<file path="src/rtl/wbu_pkg.sv">
// -----------------------------------------------------------------------------
// wbu_pkg -- shared constants and types for the writeback unit
//
// Purpose : register-file address/data widths, queue depth, queue entry
//           layout, writeback source selection encoding and a small address
//           compare helper shared by wbu and wbu_fifo.
// Ports   : none (package).
// Config  : nothing here depends on WBU_FWD_EN; both builds share this file.
// -----------------------------------------------------------------------------
package wbu_pkg;

    localparam int REG_ADDR_WIDTH = 5;
    localparam int REG_DATA_WIDTH = 32;
    localparam int WBU_FIFO_DEPTH = 2;
    localparam int WBU_CNT_WIDTH  = 2;

    // One queued mul/div completion. A cleared valid bit marks an entry that
    // was killed by a younger ex write to the same register; it still occupies
    // its slot until it reaches the head and is popped without a write.
    typedef struct packed {
        logic                      valid;
        logic [REG_ADDR_WIDTH-1:0] waddr;
        logic [REG_DATA_WIDTH-1:0] wdata;
    } wbu_entry_t;

    // Which source drives the registered regfile write port next cycle.
    typedef enum logic [1:0] {
        SEL_NONE   = 2'd0,
        SEL_EX     = 2'd1,
        SEL_FIFO   = 2'd2,
        SEL_BYPASS = 2'd3
    } wbu_sel_e;

    // True when two register addresses match and do not name x0.
    function automatic logic addr_match(
        input logic [REG_ADDR_WIDTH-1:0] a,
        input logic [REG_ADDR_WIDTH-1:0] b
    );
        return (a == b) && (a != '0);
    endfunction

endpackage

</file>
<file path="src/rtl/wbu_fifo.sv">
// -----------------------------------------------------------------------------
// wbu_fifo -- 2-entry completion queue of the writeback unit
//
// Purpose : holds accepted mul/div completions that could not be written back
//           immediately. Provides storage, 1-bit wrapping read/write pointers,
//           occupancy count, WAW kill of matching entries and the pending-write
//           hazard lookup (plus forwarding data when WBU_FWD_EN is defined).
//
// Ports   : clk, rst            clock, asynchronous active-low reset
//           flush_i             clear every entry, pointers and count
//           push_i/_waddr/_wdata  append a completion at the write pointer
//           pop_i               remove the head entry (caller ensures count>0)
//           kill_i/kill_waddr_i invalidate every valid entry with that waddr
//           raddr1_i, raddr2_i  hazard query addresses
//           count_o             occupancy 0..2
//           head_valid_o/_waddr_o/_wdata_o  head entry contents
//           hit1_o, hit2_o      a valid entry targets the query address
//           fwd1_data_o, fwd2_data_o  youngest matching wdata (WBU_FWD_EN only)
// -----------------------------------------------------------------------------
module wbu_fifo
    import wbu_pkg::*;
(
    input  logic                      clk,
    input  logic                      rst,
    input  logic                      flush_i,
    input  logic                      push_i,
    input  logic [REG_ADDR_WIDTH-1:0] push_waddr_i,
    input  logic [REG_DATA_WIDTH-1:0] push_wdata_i,
    input  logic                      pop_i,
    input  logic                      kill_i,
    input  logic [REG_ADDR_WIDTH-1:0] kill_waddr_i,
    input  logic [REG_ADDR_WIDTH-1:0] raddr1_i,
    input  logic [REG_ADDR_WIDTH-1:0] raddr2_i,
    output logic [WBU_CNT_WIDTH-1:0]  count_o,
    output logic                      head_valid_o,
    output logic [REG_ADDR_WIDTH-1:0] head_waddr_o,
    output logic [REG_DATA_WIDTH-1:0] head_wdata_o,
    output logic                      hit1_o,
    output logic                      hit2_o
`ifdef WBU_FWD_EN
    ,
    output logic [REG_DATA_WIDTH-1:0] fwd1_data_o,
    output logic [REG_DATA_WIDTH-1:0] fwd2_data_o
`endif
);

    wbu_entry_t               entry_q [WBU_FIFO_DEPTH];
    wbu_entry_t               entry_d [WBU_FIFO_DEPTH];
    logic                     rptr_q, rptr_d;
    logic                     wptr_q, wptr_d;
    logic [WBU_CNT_WIDTH-1:0] count_q, count_d;

    // With two slots the write pointer always addresses the older occupied
    // slot when full, and its partner holds the youngest entry. When only one
    // slot is occupied the slot at wptr has a cleared valid bit, so treating
    // it as "older" never produces a false match.
    logic old_idx, young_idx;
    logic m1_old, m1_young, m2_old, m2_young;

    // Next-state: flush wins over everything; otherwise kill, pop and push
    // are applied in that order. The caller never pushes into a full queue
    // nor pops an empty one, so the pop and push slots never coincide.
    always_comb begin
        entry_d = entry_q;
        rptr_d  = rptr_q;
        wptr_d  = wptr_q;
        count_d = count_q;
        if (flush_i) begin
            for (int i = 0; i < WBU_FIFO_DEPTH; i++) begin
                entry_d[i] = '0;
            end
            rptr_d  = 1'b0;
            wptr_d  = 1'b0;
            count_d = '0;
        end else begin
            if (kill_i) begin
                for (int i = 0; i < WBU_FIFO_DEPTH; i++) begin
                    if (entry_q[i].valid && (entry_q[i].waddr == kill_waddr_i)) begin
                        entry_d[i].valid = 1'b0;
                    end
                end
            end
            if (pop_i) begin
                entry_d[rptr_q].valid = 1'b0;
                rptr_d                = ~rptr_q;
            end
            if (push_i) begin
                entry_d[wptr_q].valid = 1'b1;
                entry_d[wptr_q].waddr = push_waddr_i;
                entry_d[wptr_q].wdata = push_wdata_i;
                wptr_d                = ~wptr_q;
            end
            case ({push_i, pop_i})
                2'b10:   count_d = count_q + 2'd1;
                2'b01:   count_d = count_q - 2'd1;
                default: count_d = count_q;
            endcase
        end
    end

    // State register; reset empties the queue.
    always_ff @(posedge clk or negedge rst) begin
        if (!rst) begin
            for (int i = 0; i < WBU_FIFO_DEPTH; i++) begin
                entry_q[i] <= '0;
            end
            rptr_q  <= 1'b0;
            wptr_q  <= 1'b0;
            count_q <= '0;
        end else begin
            for (int i = 0; i < WBU_FIFO_DEPTH; i++) begin
                entry_q[i] <= entry_d[i];
            end
            rptr_q  <= rptr_d;
            wptr_q  <= wptr_d;
            count_q <= count_d;
        end
    end

    // Hazard lookup over valid (unkilled) entries; x0 never hits.
    always_comb begin
        old_idx   = wptr_q;
        young_idx = ~wptr_q;
        m1_old    = entry_q[old_idx].valid   && addr_match(entry_q[old_idx].waddr,   raddr1_i);
        m1_young  = entry_q[young_idx].valid && addr_match(entry_q[young_idx].waddr, raddr1_i);
        m2_old    = entry_q[old_idx].valid   && addr_match(entry_q[old_idx].waddr,   raddr2_i);
        m2_young  = entry_q[young_idx].valid && addr_match(entry_q[young_idx].waddr, raddr2_i);
    end

    assign hit1_o = m1_old | m1_young;
    assign hit2_o = m2_old | m2_young;

`ifdef WBU_FWD_EN
    // The youngest match carries the value the regfile will finally hold.
    assign fwd1_data_o = m1_young ? entry_q[young_idx].wdata :
                         m1_old   ? entry_q[old_idx].wdata   : '0;
    assign fwd2_data_o = m2_young ? entry_q[young_idx].wdata :
                         m2_old   ? entry_q[old_idx].wdata   : '0;
`endif

    assign count_o      = count_q;
    assign head_valid_o = entry_q[rptr_q].valid;
    assign head_waddr_o = entry_q[rptr_q].waddr;
    assign head_wdata_o = entry_q[rptr_q].wdata;

endmodule

</file>
<file path="src/rtl/wbu.sv">
// -----------------------------------------------------------------------------
// wbu -- writeback unit
//
// Purpose : merges single-cycle execute results and out-of-band mul/div
//           completions onto one registered regfile write port. The execute
//           port always wins; mul/div completions wait in a 2-entry queue
//           (wbu_fifo) or bypass it when the queue is empty and ex is idle.
//
// Ports   : clk, rst                      clock, asynchronous active-low reset
//           ex_we_i, ex_waddr_i, ex_wdata_i     execute-stage result
//           md_valid_i, md_waddr_i, md_wdata_i  mul/div completion
//           md_ready_o                    completion accepted when valid&&ready
//           flush_i                       discard all queued completions
//           reg_we_o, reg_waddr_o, reg_wdata_o  registered regfile write
//           pend_raddr1_i, pend_raddr2_i  hazard query addresses
//           pend_hit1_o, pend_hit2_o      queued write pending for that reg
//           wb_busy_o                     queue full
//           fwd1_data_o, fwd2_data_o      forwarding data (WBU_FWD_EN only)
//
// Config  : define WBU_FWD_EN to add the forwarding data outputs; without it
//           consumers stall on pend_hit*.
// -----------------------------------------------------------------------------
module wbu
    import wbu_pkg::*;
(
    input  logic                      clk,
    input  logic                      rst,
    input  logic                      ex_we_i,
    input  logic [REG_ADDR_WIDTH-1:0] ex_waddr_i,
    input  logic [REG_DATA_WIDTH-1:0] ex_wdata_i,
    input  logic                      md_valid_i,
    input  logic [REG_ADDR_WIDTH-1:0] md_waddr_i,
    input  logic [REG_DATA_WIDTH-1:0] md_wdata_i,
    output logic                      md_ready_o,
    input  logic                      flush_i,
    output logic                      reg_we_o,
    output logic [REG_ADDR_WIDTH-1:0] reg_waddr_o,
    output logic [REG_DATA_WIDTH-1:0] reg_wdata_o,
    input  logic [REG_ADDR_WIDTH-1:0] pend_raddr1_i,
    input  logic [REG_ADDR_WIDTH-1:0] pend_raddr2_i,
    output logic                      pend_hit1_o,
    output logic                      pend_hit2_o,
    output logic                      wb_busy_o
`ifdef WBU_FWD_EN
    ,
    output logic [REG_DATA_WIDTH-1:0] fwd1_data_o,
    output logic [REG_DATA_WIDTH-1:0] fwd2_data_o
`endif
);

    logic [WBU_CNT_WIDTH-1:0]  fifo_count;
    logic                      head_valid;
    logic [REG_ADDR_WIDTH-1:0] head_waddr;
    logic [REG_DATA_WIDTH-1:0] head_wdata;

    logic     ex_write;
    logic     md_accept;
    logic     fifo_push;
    logic     fifo_pop;
    wbu_sel_e sel;

    logic                      reg_we_q,    reg_we_d;
    logic [REG_ADDR_WIDTH-1:0] reg_waddr_q, reg_waddr_d;
    logic [REG_DATA_WIDTH-1:0] reg_wdata_q, reg_wdata_d;

    // An ex write to x0 is no write at all, so it neither claims the port
    // nor kills queued entries.
    assign ex_write = ex_we_i && (ex_waddr_i != '0);

    // Ready depends on registered occupancy only; a full queue never lets a
    // completion through in the same cycle as a pop.
    assign md_ready_o = (fifo_count < 2'd2);
    assign wb_busy_o  = (fifo_count == 2'd2);
    assign md_accept  = md_valid_i && md_ready_o && !flush_i;

    // Source selection. A popped head whose valid bit was cleared by a WAW
    // kill is consumed without a write. Completions to x0 are accepted but
    // never queued or written. A completion racing an ex write to the same
    // register is already stale and is dropped instead of queued.
    always_comb begin
        sel       = SEL_NONE;
        fifo_pop  = 1'b0;
        fifo_push = 1'b0;
        if (ex_write) begin
            sel = SEL_EX;
        end else if (!flush_i && (fifo_count != '0)) begin
            fifo_pop = 1'b1;
            if (head_valid) begin
                sel = SEL_FIFO;
            end
        end else if (md_accept && (fifo_count == '0) && (md_waddr_i != '0)) begin
            sel = SEL_BYPASS;
        end
        if (md_accept && (md_waddr_i != '0) && (sel != SEL_BYPASS) &&
            !(ex_write && (md_waddr_i == ex_waddr_i))) begin
            fifo_push = 1'b1;
        end
    end

    // Output register inputs; idle cycles drive zeros on address and data.
    always_comb begin
        reg_we_d    = 1'b0;
        reg_waddr_d = '0;
        reg_wdata_d = '0;
        case (sel)
            SEL_EX: begin
                reg_we_d    = 1'b1;
                reg_waddr_d = ex_waddr_i;
                reg_wdata_d = ex_wdata_i;
            end
            SEL_FIFO: begin
                reg_we_d    = 1'b1;
                reg_waddr_d = head_waddr;
                reg_wdata_d = head_wdata;
            end
            SEL_BYPASS: begin
                reg_we_d    = 1'b1;
                reg_waddr_d = md_waddr_i;
                reg_wdata_d = md_wdata_i;
            end
            default: begin
                reg_we_d    = 1'b0;
            end
        endcase
    end

    // Registered regfile write port.
    always_ff @(posedge clk or negedge rst) begin
        if (!rst) begin
            reg_we_q    <= 1'b0;
            reg_waddr_q <= '0;
            reg_wdata_q <= '0;
        end else begin
            reg_we_q    <= reg_we_d;
            reg_waddr_q <= reg_waddr_d;
            reg_wdata_q <= reg_wdata_d;
        end
    end

    assign reg_we_o    = reg_we_q;
    assign reg_waddr_o = reg_waddr_q;
    assign reg_wdata_o = reg_wdata_q;

    wbu_fifo u_fifo (
        .clk          (clk),
        .rst          (rst),
        .flush_i      (flush_i),
        .push_i       (fifo_push),
        .push_waddr_i (md_waddr_i),
        .push_wdata_i (md_wdata_i),
        .pop_i        (fifo_pop),
        .kill_i       (ex_write),
        .kill_waddr_i (ex_waddr_i),
        .raddr1_i     (pend_raddr1_i),
        .raddr2_i     (pend_raddr2_i),
        .count_o      (fifo_count),
        .head_valid_o (head_valid),
        .head_waddr_o (head_waddr),
        .head_wdata_o (head_wdata),
        .hit1_o       (pend_hit1_o),
        .hit2_o       (pend_hit2_o)
`ifdef WBU_FWD_EN
        ,
        .fwd1_data_o  (fwd1_data_o),
        .fwd2_data_o  (fwd2_data_o)
`endif
    );

endmodule

</file>
<file path="config.mk">
export PLATFORM = sky130hd
export DESIGN_NAME = wbu
export DESIGN_NICKNAME = d
export VERILOG_FILES = /design/src/rtl/wbu_pkg.sv /design/src/rtl/wbu_fifo.sv /design/src/rtl/wbu.sv
export SDC_FILE = /design/constraint.sdc
export NUM_CORES = 1
export LEC_CHECK = 0
export BUFFER_PORTS_ARGS = -buffer_cell sky130_fd_sc_hd__buf_2
export CAP_MARGIN = 25
export CORE_MARGIN = 5
export CORE_UTILIZATION = 48
export CTS_BUF_LIST = sky130_fd_sc_hd__clkbuf_4 sky130_fd_sc_hd__clkbuf_8
export CTS_CLUSTER_SIZE = 30
export DETAILED_ROUTE_END_ITERATION = 7
export PLACE_DENSITY = 0.75
export SYNTH_ARGS = -nofsm -noshare
export SYNTH_HDL_FRONTEND = slang
export SYNTH_SLANG_ARGS = --single-unit
</file>
<file path="constraint.sdc">
create_clock -name clk -period 2.16 [get_ports clk]
set_input_delay 0.432 -clock clk [delete_from_list [all_inputs] [get_ports clk]]
set_output_delay 0.432 -clock clk [all_outputs]
set_load 0.005 [all_outputs]
</file>
Word level (Yosys, flattened, before mapping)
Index checks and enable logic that the tools add are counted. W data, S select, Z words.

Flip-flop bits (word level): 118. Input port bits: 89. Output and inout bits: 42.

$add $sub $neg: 2. Magnitude comparators: 6. Eq/ne operators: 14. Multiplexer cells: 47. Bitwise operators: 7. Reduce and logical (&&, ||, !) cells: 34.

Operators with widths (count): $mux W38 (11); $bwmux W76 (4); $mux W76 (4); $demux W38 S1 (4); $pmux W32 S3 (1); $mux W37 (1); $eq A5 B5 Y1 (7); $mux W32 (1); $logic_and A1 B1 Y1 (22); $reduce_bool A5 Y1 (4); $pmux W5 S3 (1); $mux W1 (14); $mux W2 (5); $eq A2 B2 Y1 const B (4); $ge A2 B2 Y1 const B (3); $not A1 Y2 (3); $reduce_bool A2 Y1 (3); $eq A2 B1 Y1 const B (2); $lt A2 B1 Y1 const B (2); $pmux W2 S2 (1); $reduce_bool A3 Y1 (1); $reduce_or A3 Y1 (1); $add A2 B1 Y2 const B (1); $logic_not A1 Y1 (2); other kinds (6) (8).

Logic depth before layout (Yosys ltp)
Gate-level depths: netlist (run 1).

Depth after elaboration: 15. Depth in mapped cells: 9.

Hierarchy
From an unflattened synthesis (run 1), not the netlist that was laid out.

Cells, all modules: 661. Area, all modules: 6291.0 um^2.

Modules (own cells, without submodules): wbu_fifo (times used 1, cells each 459, area an instance 4197.8 um^2, seq. area each 2001.9 um^2); wbu (times used 1, cells each 202, area an instance 2093.3 um^2, seq. area each 950.9 um^2).

Worst setup path after synthesis (run 1)
No wires, ideal clock.

Path kind: register to output. Start point: register u_fifo.wptr_q (netlist: u_fifo.old_idx). End point: output pend_hit1_o. Data arrival time: 1.920 ns. Slack: -0.192 ns. Cell stages (with the launch flop): 8. Buffers on the path: 2. Cells stage by stage: dfrtp_1 -> clkbuf_1 -> clkbuf_1 -> mux2i_1 -> xor2_1 -> nand3_1 -> o221ai_1 -> o21a_1.

Longest elaborated chain between the ends: 9. Elaborated cells on any way between the ends: 18. Classes of those cells: eq/ne (2); mux (6); bitwise (4); reduce/logical (6).

Ends and longest elaborated chain: start, declared (RTL line wbu_fifo.sv:50) `logic wptr_q, wptr_d;`; start signal, assigned (RTL line wbu_fifo.sv:115) `wptr_q <= wptr_d;`; $not A1 Y1 (RTL line wbu_fifo.sv:123) `young_idx = ~wptr_q;`; $not A1 Y2 (not written as such) (RTL line wbu_fifo.sv:125) `m1_young = entry_q[young_idx].valid && addr_match(entry_q[young_idx].waddr, raddr1_i);`; $mux W38 (not written as such) (3 in a row) (RTL line wbu_fifo.sv:125); $eq A5 B5 Y1 or $reduce_bool A5 Y1 (tied branches) (RTL line wbu_pkg.sv:39) `return (a == b) && (a != '0);`; $logic_and A1 B1 Y1 (RTL line wbu_pkg.sv:39); $logic_and A1 B1 Y1 (RTL line wbu_fifo.sv:125); $or A1 B1 Y1 (*) (RTL line wbu_fifo.sv:130) `assign hit1_o = m1_old | m1_young;`; end, declared (RTL line wbu.sv:41) `output logic pend_hit1_o,`.

Mark *: on every way between the ends. The rest lies on a longest branch, timed or not. The select of a mux whose other input is x is not followed.

Final worst setup path (run 1)
Ends and elaborated chain as after synthesis.

==> results of run 1 <==
worst min path at each step:
| stage | endpoint | slack (ns) | cells past startpoint |
|---|---|---|---|
| after floorplan | reg_waddr_o[0]$_DFF_PN0_ | 0.14 | 0 |
| after global placement | reg_wdata_o[2]$_DFF_PN0_ | 0.38 | 1 |
| after detailed placement | reg_wdata_o[2]$_DFF_PN0_ | 0.39 | 1 |
| after CTS | reg_wdata_o[2]$_DFF_PN0_ | 0.21 | 2 |
| final | reg_wdata_o[2]$_DFF_PN0_ | 0.24 | 2 |
| after global routing | reg_wdata_o[21]$_DFF_PN0_ | 0.20 | 2 |
report_power, final:
part           switching, mW  internal, mW
clock network          0.813          1.18
logic                  0.348         0.308
registers             0.0432          2.30
total                   1.20          3.78
worst max-delay path: cells and delay by family, from the launching register on:
kind                      cells  cell delay (ns)
AOI/OAI and AO/OA             2             0.35
buffers and inverters         2             0.27
muxes                         1             0.20
DFF                           1             0.42
and+or+nand+nor               2             0.36
xor gates and xnor gates      1             0.14
sequential cells by signal (all words and copies together), names as in the netlist:
name / count
u_fifo.old_idx: 1
u_fifo.entry_q: 76
reg_we_o: 1
reg_wdata_o: 32
u_fifo.rptr_q: 1
reg_waddr_o: 5
u_fifo.count_o: 2
cell type report:
class	instances	share of cell area [%]
multi-input cells	368	37.93
diodes	1	0.03385
well taps	147	2.488
flip-flops and latches	118	40.06
clock buffers	25	4.315
inverters	2	0.1015
repair buffers	168	14.13
clock inverters	4	0.9477
kinds of logic (layout without fill, tap and decap cells):
kind of cell / count (synthesis) / in the layout / synth area share (%)
muxes: 122 / 122 / 20.76
other: 0 / 1 / 0
AOI/OAI and AO/OA: 59 / 59 / 8.784
xor gates and xnor gates: 35 / 35 / 5.210
and+or+nand+nor: 152 / 152 / 11.17
buffers and inverters: 40 / 199 / 3.892
DFF: 118 / 118 / 50.19
synthesized netlist by cell type, drive strengths merged:
cell type | instances | area, um2
inv | 2 | 7.510
nor2 | 116 | 435.4
or4 | 4 | 30.03
a221o | 37 | 370.4
o21a | 3 | 22.52
nand3 | 11 | 70.07
buf | 12 | 123.9
or3 | 2 | 12.51
a21oi | 8 | 43.79
o21ai | 5 | 28.78
nor4 | 1 | 21.27
nor3 | 9 | 45.04
a221oi | 1 | 8.760
o221ai | 2 | 17.52
mux2i | 122 | 1221
nand4 | 2 | 12.51
xnor2 | 16 | 140.1
clkbuf | 26 | 97.59
nand2 | 6 | 22.52
o211ai | 1 | 12.51
nand3b | 1 | 7.510
dfrtp | 118 | 2953
o22ai | 2 | 12.51
xor2 | 19 | 166.4
layer usage:
| metal | up-vias | track usage (%) |
|---|---|---|
| met2 | 159 | 34.75 |
| li1 | 2174 | - |
| met1 | 2367 | 27.59 |
| met3 | 31 | 5.613 |
| met5 | - | 0 |
| met4 | 0 | 7.436 |
timing repair:
item / 4_1_cts / 5_1_grt
endpoints found under the setup margin: 2 / 2
resized for setup: 15 / 11
endpoints found under the hold margin: 27 / 0
hold buffers: 1 / 0
pin swaps: 4 / 3
setup buffers: 1 / 0
placed cells by master, fill, tap and decap left out, types with 8 or more instances in the layout:
master | Yosys | layout
sky130_fd_sc_hd__dfrtp_1 | 118 | 111
sky130_fd_sc_hd__nor3_1 | 9 | 9
sky130_fd_sc_hd__xnor2_1 | 16 | 16
sky130_fd_sc_hd__mux2i_1 | 122 | 113
sky130_fd_sc_hd__clkbuf_8 | 0 | 21
sky130_fd_sc_hd__buf_12 | 0 | 8
sky130_fd_sc_hd__nand3_1 | 8 | 8
sky130_fd_sc_hd__nor2_1 | 116 | 116
sky130_fd_sc_hd__buf_4 | 3 | 29
sky130_fd_sc_hd__xor2_1 | 19 | 19
sky130_fd_sc_hd__a221o_1 | 37 | 37
sky130_fd_sc_hd__buf_2 | 0 | 129
through the flow:
| step | util [%] | std cells | instance area [um2] | power (mW) |
|---|---|---|---|---|
| 2_1_floorplan | - | 526 | 5886 | 2.691 |
| 3_5_place_dp | 57.10 | 801 | 6859 | 3.014 |
| 3_3_place_gp | 57.10 | 801 | 6859 | 2.992 |
| 5_1_grt | 61.53 | 832 | 7391 | 5.216 |
| 4_1_cts | 61.07 | 832 | 7336 | 5.018 |
| 6_report | 61.55 | 833 | 7393 | 4.987 |
==> metrics.log, run 1 <==
INFO  metric cts-root-buf = sky130_fd_sc_hd__clkbuf_8
INFO  metric timing_max_transition_violations_final = 0
INFO  metric synth.ff_latch_count = 118
INFO  metric top_layer = met4
INFO  metric fillCellCount = 966
INFO  metric cts_buffer_depth = 2
INFO  metric cts_tree = yes
INFO  metric crit_arrival = 2.15 ns
INFO  metric finalWorstPathRequiredPeriod = 2.587 ns
INFO  metric final_critical_path_setup_slack = -0.4266 ns
INFO  metric hold_path_class = in -> reg
INFO  metric final_antenna_net_count = 0
INFO  metric die_extent_in_x = 120.7 um
INFO  metric setup.reg_to_reg.worst_slack = 0.33 ns
INFO  metric postSynthAreaPerCell = 11.18 um2
INFO  metric finalHoldWorstSlack = 0.2366 ns
INFO  metric critPathCaptureType = output port
INFO  metric failed_checks = negative setup slack
INFO  metric max_slew.worst_pin.slew = 0.8598 ns
INFO  metric tritoncts_num_sinks = 118
INFO  metric hpwl = 10.47 mm
INFO  metric detailroute.wirelength.met2 = 7.471 mm
INFO  metric placement_rows = 40
INFO  metric status = finished with violations
INFO  metric grt_use_total = 21.33%
INFO  metric hold_viol_final = 0
INFO  metric pwr_density_cell = 674.5 nW/um2
INFO  metric clk_pin_slew = 0.07 ns
INFO  metric finClkSkew = 0.008819 ns
INFO  metric htreeDepth = 4
INFO  metric synth.yosys.warnings = 0
INFO  metric via_count_of_the_first_global_routing_pass = 5039
INFO  metric crit_chain = buf_12 -> mux2i_4 -> xnor2_1 -> nor3_1 -> nand3_1 -> o221ai_1 -> o21a_1 -> buf_2
INFO  metric syn_to_final_growth = 25.67%
INFO  metric mappedNetlistArea = 5883 um2
INFO  metric max_freq = 0.3866 GHz
INFO  metric timing.max_slew.rel_slack = 42.68%
INFO  metric drtPass1Iterations = 5
INFO  metric fp.dieH = 120.7 um
INFO  metric synth.net_count = 615
INFO  metric grt_antenna_before_repair = 0
INFO  metric multiInputGateArea = 2804 um2
INFO  metric place_worst_setup_slack = -0.2158 ns
INFO  metric unrepaired_setup_endpoints_after_global_routing = yes
INFO  metric worstReg2RegStart = u_fifo.count_o[1]$_DFFE_PN0P_
INFO  metric via_count = 4731
INFO  metric finalWirelength = 14.97 mm
INFO  metric io-pin-count = 131
INFO  metric worst-path-max-fanout = 10
INFO  metric cp_data_required_time = 1.73 ns
INFO  metric setup_viol_count_final = 2
INFO  metric grt_overflow_total = 0
INFO  metric regToRegEndpoint = u_fifo.entry_q[14]$_DFFE_PN0P_
INFO  metric vias_per_cell = 5.679
INFO  metric synth_seq_area_share = 50.19%
INFO  metric worst_setup_path_start_kind = flop
INFO  metric fraction_of_layout_instances_using_a_drive_strength_above_1 = 32.26%
INFO  metric timing_worst_setup_path_type = reg -> out
INFO  metric number_of_buffers_inserted_during_clock_tree_synthesis = 17
INFO  metric numPortBuffers = 130
INFO  metric critical_path.startpoint = u_fifo.old_idx$_DFFE_PN0P_
INFO  metric die_area = 14570 um2
INFO  metric final-seq-area = 2962 um2
INFO  metric routability_congestion_estimate_from_global_placement = 0.8595
INFO  metric detail_route.iter0.violations = 293
INFO  metric total_leakage_power = 3.797 nW
INFO  metric period_utilization = 119.8%
INFO  metric post_drt_wl_per_cell = 17.97 um
INFO  metric vdd_ir_drop_max = 425.3 uV
INFO  metric initial_cell_density_of_the_core = 48.98%
INFO  metric worst_skew_pair.late_latency = 0.42 ns
INFO  metric worst_setup_path_endpoint = pend_hit1_o
INFO  metric drcViolationCount = 0
INFO  metric timing.max_cap.violations = 0
INFO  metric route.layer.met1.wl = 6.402 mm
INFO  metric met3RoutedLength = 787 um
INFO  metric worst_path_max_delay_cell = sky130_fd_sc_hd__dfrtp_2
INFO  metric grt_start_max_net_pins = 82
INFO  metric fin_tns_setup = -0.8478 ns
INFO  metric final_nets = 764
INFO  metric global_route_wire_length_before_repair = 24.74 mm
INFO  metric cell_variety_after_synth = 28
INFO  metric worstRegToRegCells = 7
INFO  metric placeableCoreArea = 12010 um2
INFO  metric cp_slowest_stage_delay = 0.42 ns
INFO  metric post_synth_inst_count = 526
INFO  metric hold_path.startpoint = ex_wdata_i[2]
Note: power is estimated with default switching activity, not from simulation.
==> inputs of run 2 (changes only) <==
--- a/config.mk
+++ b/config.mk
@@ -8,11 +8,11 @@
 export BUFFER_PORTS_ARGS = -buffer_cell sky130_fd_sc_hd__buf_2
 export CAP_MARGIN = 25
 export CORE_MARGIN = 5
-export CORE_UTILIZATION = 48
+export CORE_UTILIZATION = 45
 export CTS_BUF_LIST = sky130_fd_sc_hd__clkbuf_4 sky130_fd_sc_hd__clkbuf_8
 export CTS_CLUSTER_SIZE = 30
 export DETAILED_ROUTE_END_ITERATION = 7
-export PLACE_DENSITY = 0.75
+export PLACE_DENSITY = 0.71
 export SYNTH_ARGS = -nofsm -noshare
 export SYNTH_HDL_FRONTEND = slang
 export SYNTH_SLANG_ARGS = --single-unit
==> run 2 against run 1 <==
The run still ends with negative setup slack left; final area is 1.8% higher; combinational power is 3.4% higher; total power is 2.4% higher; die area is 6.1% higher; wire length is 1.7% higher; via count is 2.7% lower.
==> metrics.log, run 2 (same netlist as run 1, synthesis figures left out) <==
INFO  metric crit_arrival = 2.18 ns (+0.03 ns)
INFO  metric final-seq-area = 2960 um2 (about the same)
INFO  metric period_utilization = 121.1% (+1.3 points)
INFO  metric die_area = 15460 um2 (+6.1%)
INFO  metric syn_to_final_growth = 27.97%
INFO  metric fp.dieH = 124.3 um (+3.0%)
INFO  metric sw_frac_of_total = 24.32% (+0.17 points)
INFO  metric clk_pin_slew = 0.08 ns (about the same)
INFO  metric finalWorstPathRequiredPeriod = 2.615 ns (+0.02853 ns)
INFO  metric placeableCoreArea = 12720 um2 (+5.9%)
INFO  metric global_route_wire_length_before_repair = 25.07 mm (+1.3%)
INFO  metric finalHoldWorstSlack = 0.2352 ns (-0.001443 ns)
INFO  metric post-cts-setup-buffer-count = 0 (-1)
INFO  metric final_core_utilization = 59.18% (-2.4 points)
INFO  metric worst-path-max-fanout = 5 (-5)
INFO  metric drtPass1Iterations = 5 (unchanged)
INFO  metric fin_area = 7528 um2 (+1.8%)
INFO  metric unrepaired_setup_endpoints_after_global_routing = yes
INFO  metric number_of_buffers_inserted_during_clock_tree_synthesis = 17 (unchanged)
INFO  metric final_antenna_net_count = 0 (unchanged)
INFO  metric via_count = 4604 (-2.7%)
INFO  metric grt_overflow_total = 0 (unchanged)
INFO  metric timing_max_transition_violations_final = 0 (unchanged)
INFO  metric status = finished with violations
INFO  metric total_leakage_power = 3.834 nW (+0.98%)
INFO  metric cts-root-buf = sky130_fd_sc_hd__clkbuf_8
INFO  metric fillCellCount = 1078 (+12%)
INFO  metric hold_path_class = in -> reg
INFO  metric final_nets = 764 (unchanged)
INFO  metric worst_setup_path_start_kind = flop
INFO  metric fin_tns_setup = -0.8728 ns (-0.02501 ns)
INFO  metric power.internal = 3.866 mW (+2.2%)
INFO  metric drcViolationCount = 0 (unchanged)
INFO  metric cell_area_after_placement = 6953 um2 (+1.4%)
INFO  metric initial_cell_density_of_the_core = 46.24% (-2.7 points)
INFO  metric die_extent_in_x = 124.3 um (+3.0%)
INFO  metric failed_checks = negative setup slack
INFO  metric place_worst_setup_slack = -0.1214 ns (+0.09440 ns)
INFO  metric worst_skew_pair.late_latency = 0.42 ns (about the same)
INFO  metric timing_worst_setup_path_type = reg -> out
INFO  metric pwr_density_cell = 678.6 nW/um2 (+0.61%)
INFO  metric placement_rows = 41 (+2.5%)
INFO  metric sequentialPowerShare = 45.8% (-1.1 points)
INFO  metric power.share.combinational = 13.3% (+0.2 points)
INFO  metric grt_start_max_net_pins = 54 (-34%)
INFO  metric hpwl = 10.74 mm (+2.5%)
INFO  metric setup_viol_count_final = 2 (unchanged)
INFO  metric cts_tree = yes
INFO  metric tritoncts_num_sinks = 118 (unchanged)
INFO  metric netSwitchingPower = 1.242 mW (+3.2%)
INFO  metric max_slew.worst_pin.slew = 0.5502 ns (-0.3096 ns)
INFO  metric cp_data_required_time = 1.73 ns (about the same)
INFO  metric layout_common_cells = 129 x sky130_fd_sc_hd__buf_2, 116 x sky130_fd_sc_hd__nor2_1, 113 x sky130_fd_sc_hd__mux2i_1
INFO  metric timing.max_slew.rel_slack = 63.32% (+21 points)
INFO  metric fraction_of_layout_instances_using_a_drive_strength_above_1 = 32.90% (+0.63 points)
INFO  metric largest_reg_flops = 76 (unchanged)
INFO  metric multiInputGateArea = 2818 um2 (+0.49%)
INFO  metric clock_power_share = 40.9% (+1.0 points)
INFO  metric finClkSkew = 0.01514 ns (+0.006325 ns)
INFO  metric design_power_total = 5.109 mW (+2.4%)
INFO  metric finalWirelength = 15.24 mm (+1.7%)
INFO  metric final_critical_path_setup_slack = -0.4551 ns (-0.02853 ns)
INFO  metric cts_buffer_depth = 2 (unchanged)
INFO  metric place.detailed.instances = 826 (+3.1%)
INFO  metric max_freq = 0.3824 GHz (-1.1%)
INFO  metric layoutNonFillerInstCount = 859 (+3.1%)
INFO  metric critPathCaptureType = output port
INFO  metric routability_congestion_estimate_from_global_placement = 0.8915 (+3.7%)
INFO  metric hold_viol_final = 0 (unchanged)
INFO  metric detail_route.iter0.violations = 173 (-41%)
INFO  metric vias_per_cell = 5.360 (-5.6%)
INFO  metric largest-register = u_fifo.entry_q
INFO  metric io-pin-count = 131 (unchanged)
INFO  metric post_drt_wl_per_cell = 17.74 um (-1.3%)
INFO  metric via_count_of_the_first_global_routing_pass = 4993 (-0.91%)
INFO  metric vdd_ir_drop_max = 435.1 uV (+2.3%)
INFO  metric grt_antenna_before_repair = 0 (unchanged)
INFO  metric numPortBuffers = 130 (unchanged)
INFO  metric mostFrequentLayoutCell = sky130_fd_sc_hd__buf_2
INFO  metric grt_use_total = 19.85% (-1.5 points)
INFO  metric timing.max_cap.violations = 0 (unchanged)
INFO  metric htreeDepth = 4 (unchanged)
INFO  metric insertedDiodeCount = 0 (-1)
==> run 2: changes by cell type in the layout (fill, tap and decap cells not counted), sizes merged <==
cell      change
buf           -1
bufinv        +1
clkbuf        -2
clkinv        +2
clkinvlp      +2
diode         -1
==> run 2: path summary, 6_finish.rpt <==
kind	startpoint	slack, ns	cells past startpoint	to
setup / recovery	u_fifo.old_idx$_DFFE_PN0P_	-0.46	8	pend_hit2_o
hold / removal	ex_wdata_i[2]	0.24	2	reg_wdata_o[2]$_DFF_PN0_
setup reg to reg	u_fifo.count_o[1]$_DFFE_PN0P_	0.30	6	reg_wdata_o[19]$_DFF_PN0_
hold reg to reg	u_fifo.entry_q[68]$_DFFE_PN0P_	0.52	2	u_fifo.entry_q[68]$_DFFE_PN0P_
max in group asynchronous	rst	1.02	3	u_fifo.rptr_q$_DFFE_PN0P_
min in group asynchronous	rst	0.50	2	reg_wdata_o[2]$_DFF_PN0_
==> run 2: critical path, cell delays in order (launching register included) <==
cell,delay [ns]
sky130_fd_sc_hd__dfrtp_2,0.45
sky130_fd_sc_hd__clkbuf_16,0.18
sky130_fd_sc_hd__mux2i_4,0.19
sky130_fd_sc_hd__xnor2_1,0.14
sky130_fd_sc_hd__nor3_1,0.19
sky130_fd_sc_hd__nand3_1,0.15
sky130_fd_sc_hd__o221ai_2,0.19
sky130_fd_sc_hd__o21a_1,0.15
sky130_fd_sc_hd__buf_2,0.11
==> run 2: per-layer routing <==
metal	wire, um	vias up	track usage [%]
li1	-	2160	-
met2	7826	127	32.76
met5	0	-	0
met3	679	24	5.274
met4	329	0	7.801
met1	6399	2293	24.86
==> run 2: layout make-up <==
class	instances	share of cell area, %
Clock inverter	9	1.662
Inverter	2	0.09972
Clock buffer	22	3.856
Multi-Input combinational cell	368	37.43
Sequential cell	118	39.32
Tap cell	172	2.859
Timing Repair Buffer	168	14.77
==> run 2: repair_timing <==
| action | CTS | global route |
|---|---|---|
| hold buffers | 1 | 0 |
| hold endpoints to repair | 29 | 0 |
| gates cloned | 0 | 1 |
| resized for setup | 10 | 18 |
| pin swaps | 0 | 7 |
| setup endpoints to repair | 2 | 2 |
==> run 2: power by group through the flow <==
| stage | Clock, mW | Combinational, mW | Sequential (mW) |
|---|---|---|---|
| 6_report | 2.09 | 0.678 | 2.34 |
| 3_3_place_gp | 0 | 0.641 | 2.37 |
| 2_1_floorplan | 0 | 0.317 | 2.37 |
| 5_1_grt | 2.24 | 0.742 | 2.35 |
| 3_5_place_dp | 0 | 0.659 | 2.38 |
| 4_1_cts | 2.14 | 0.668 | 2.34 |
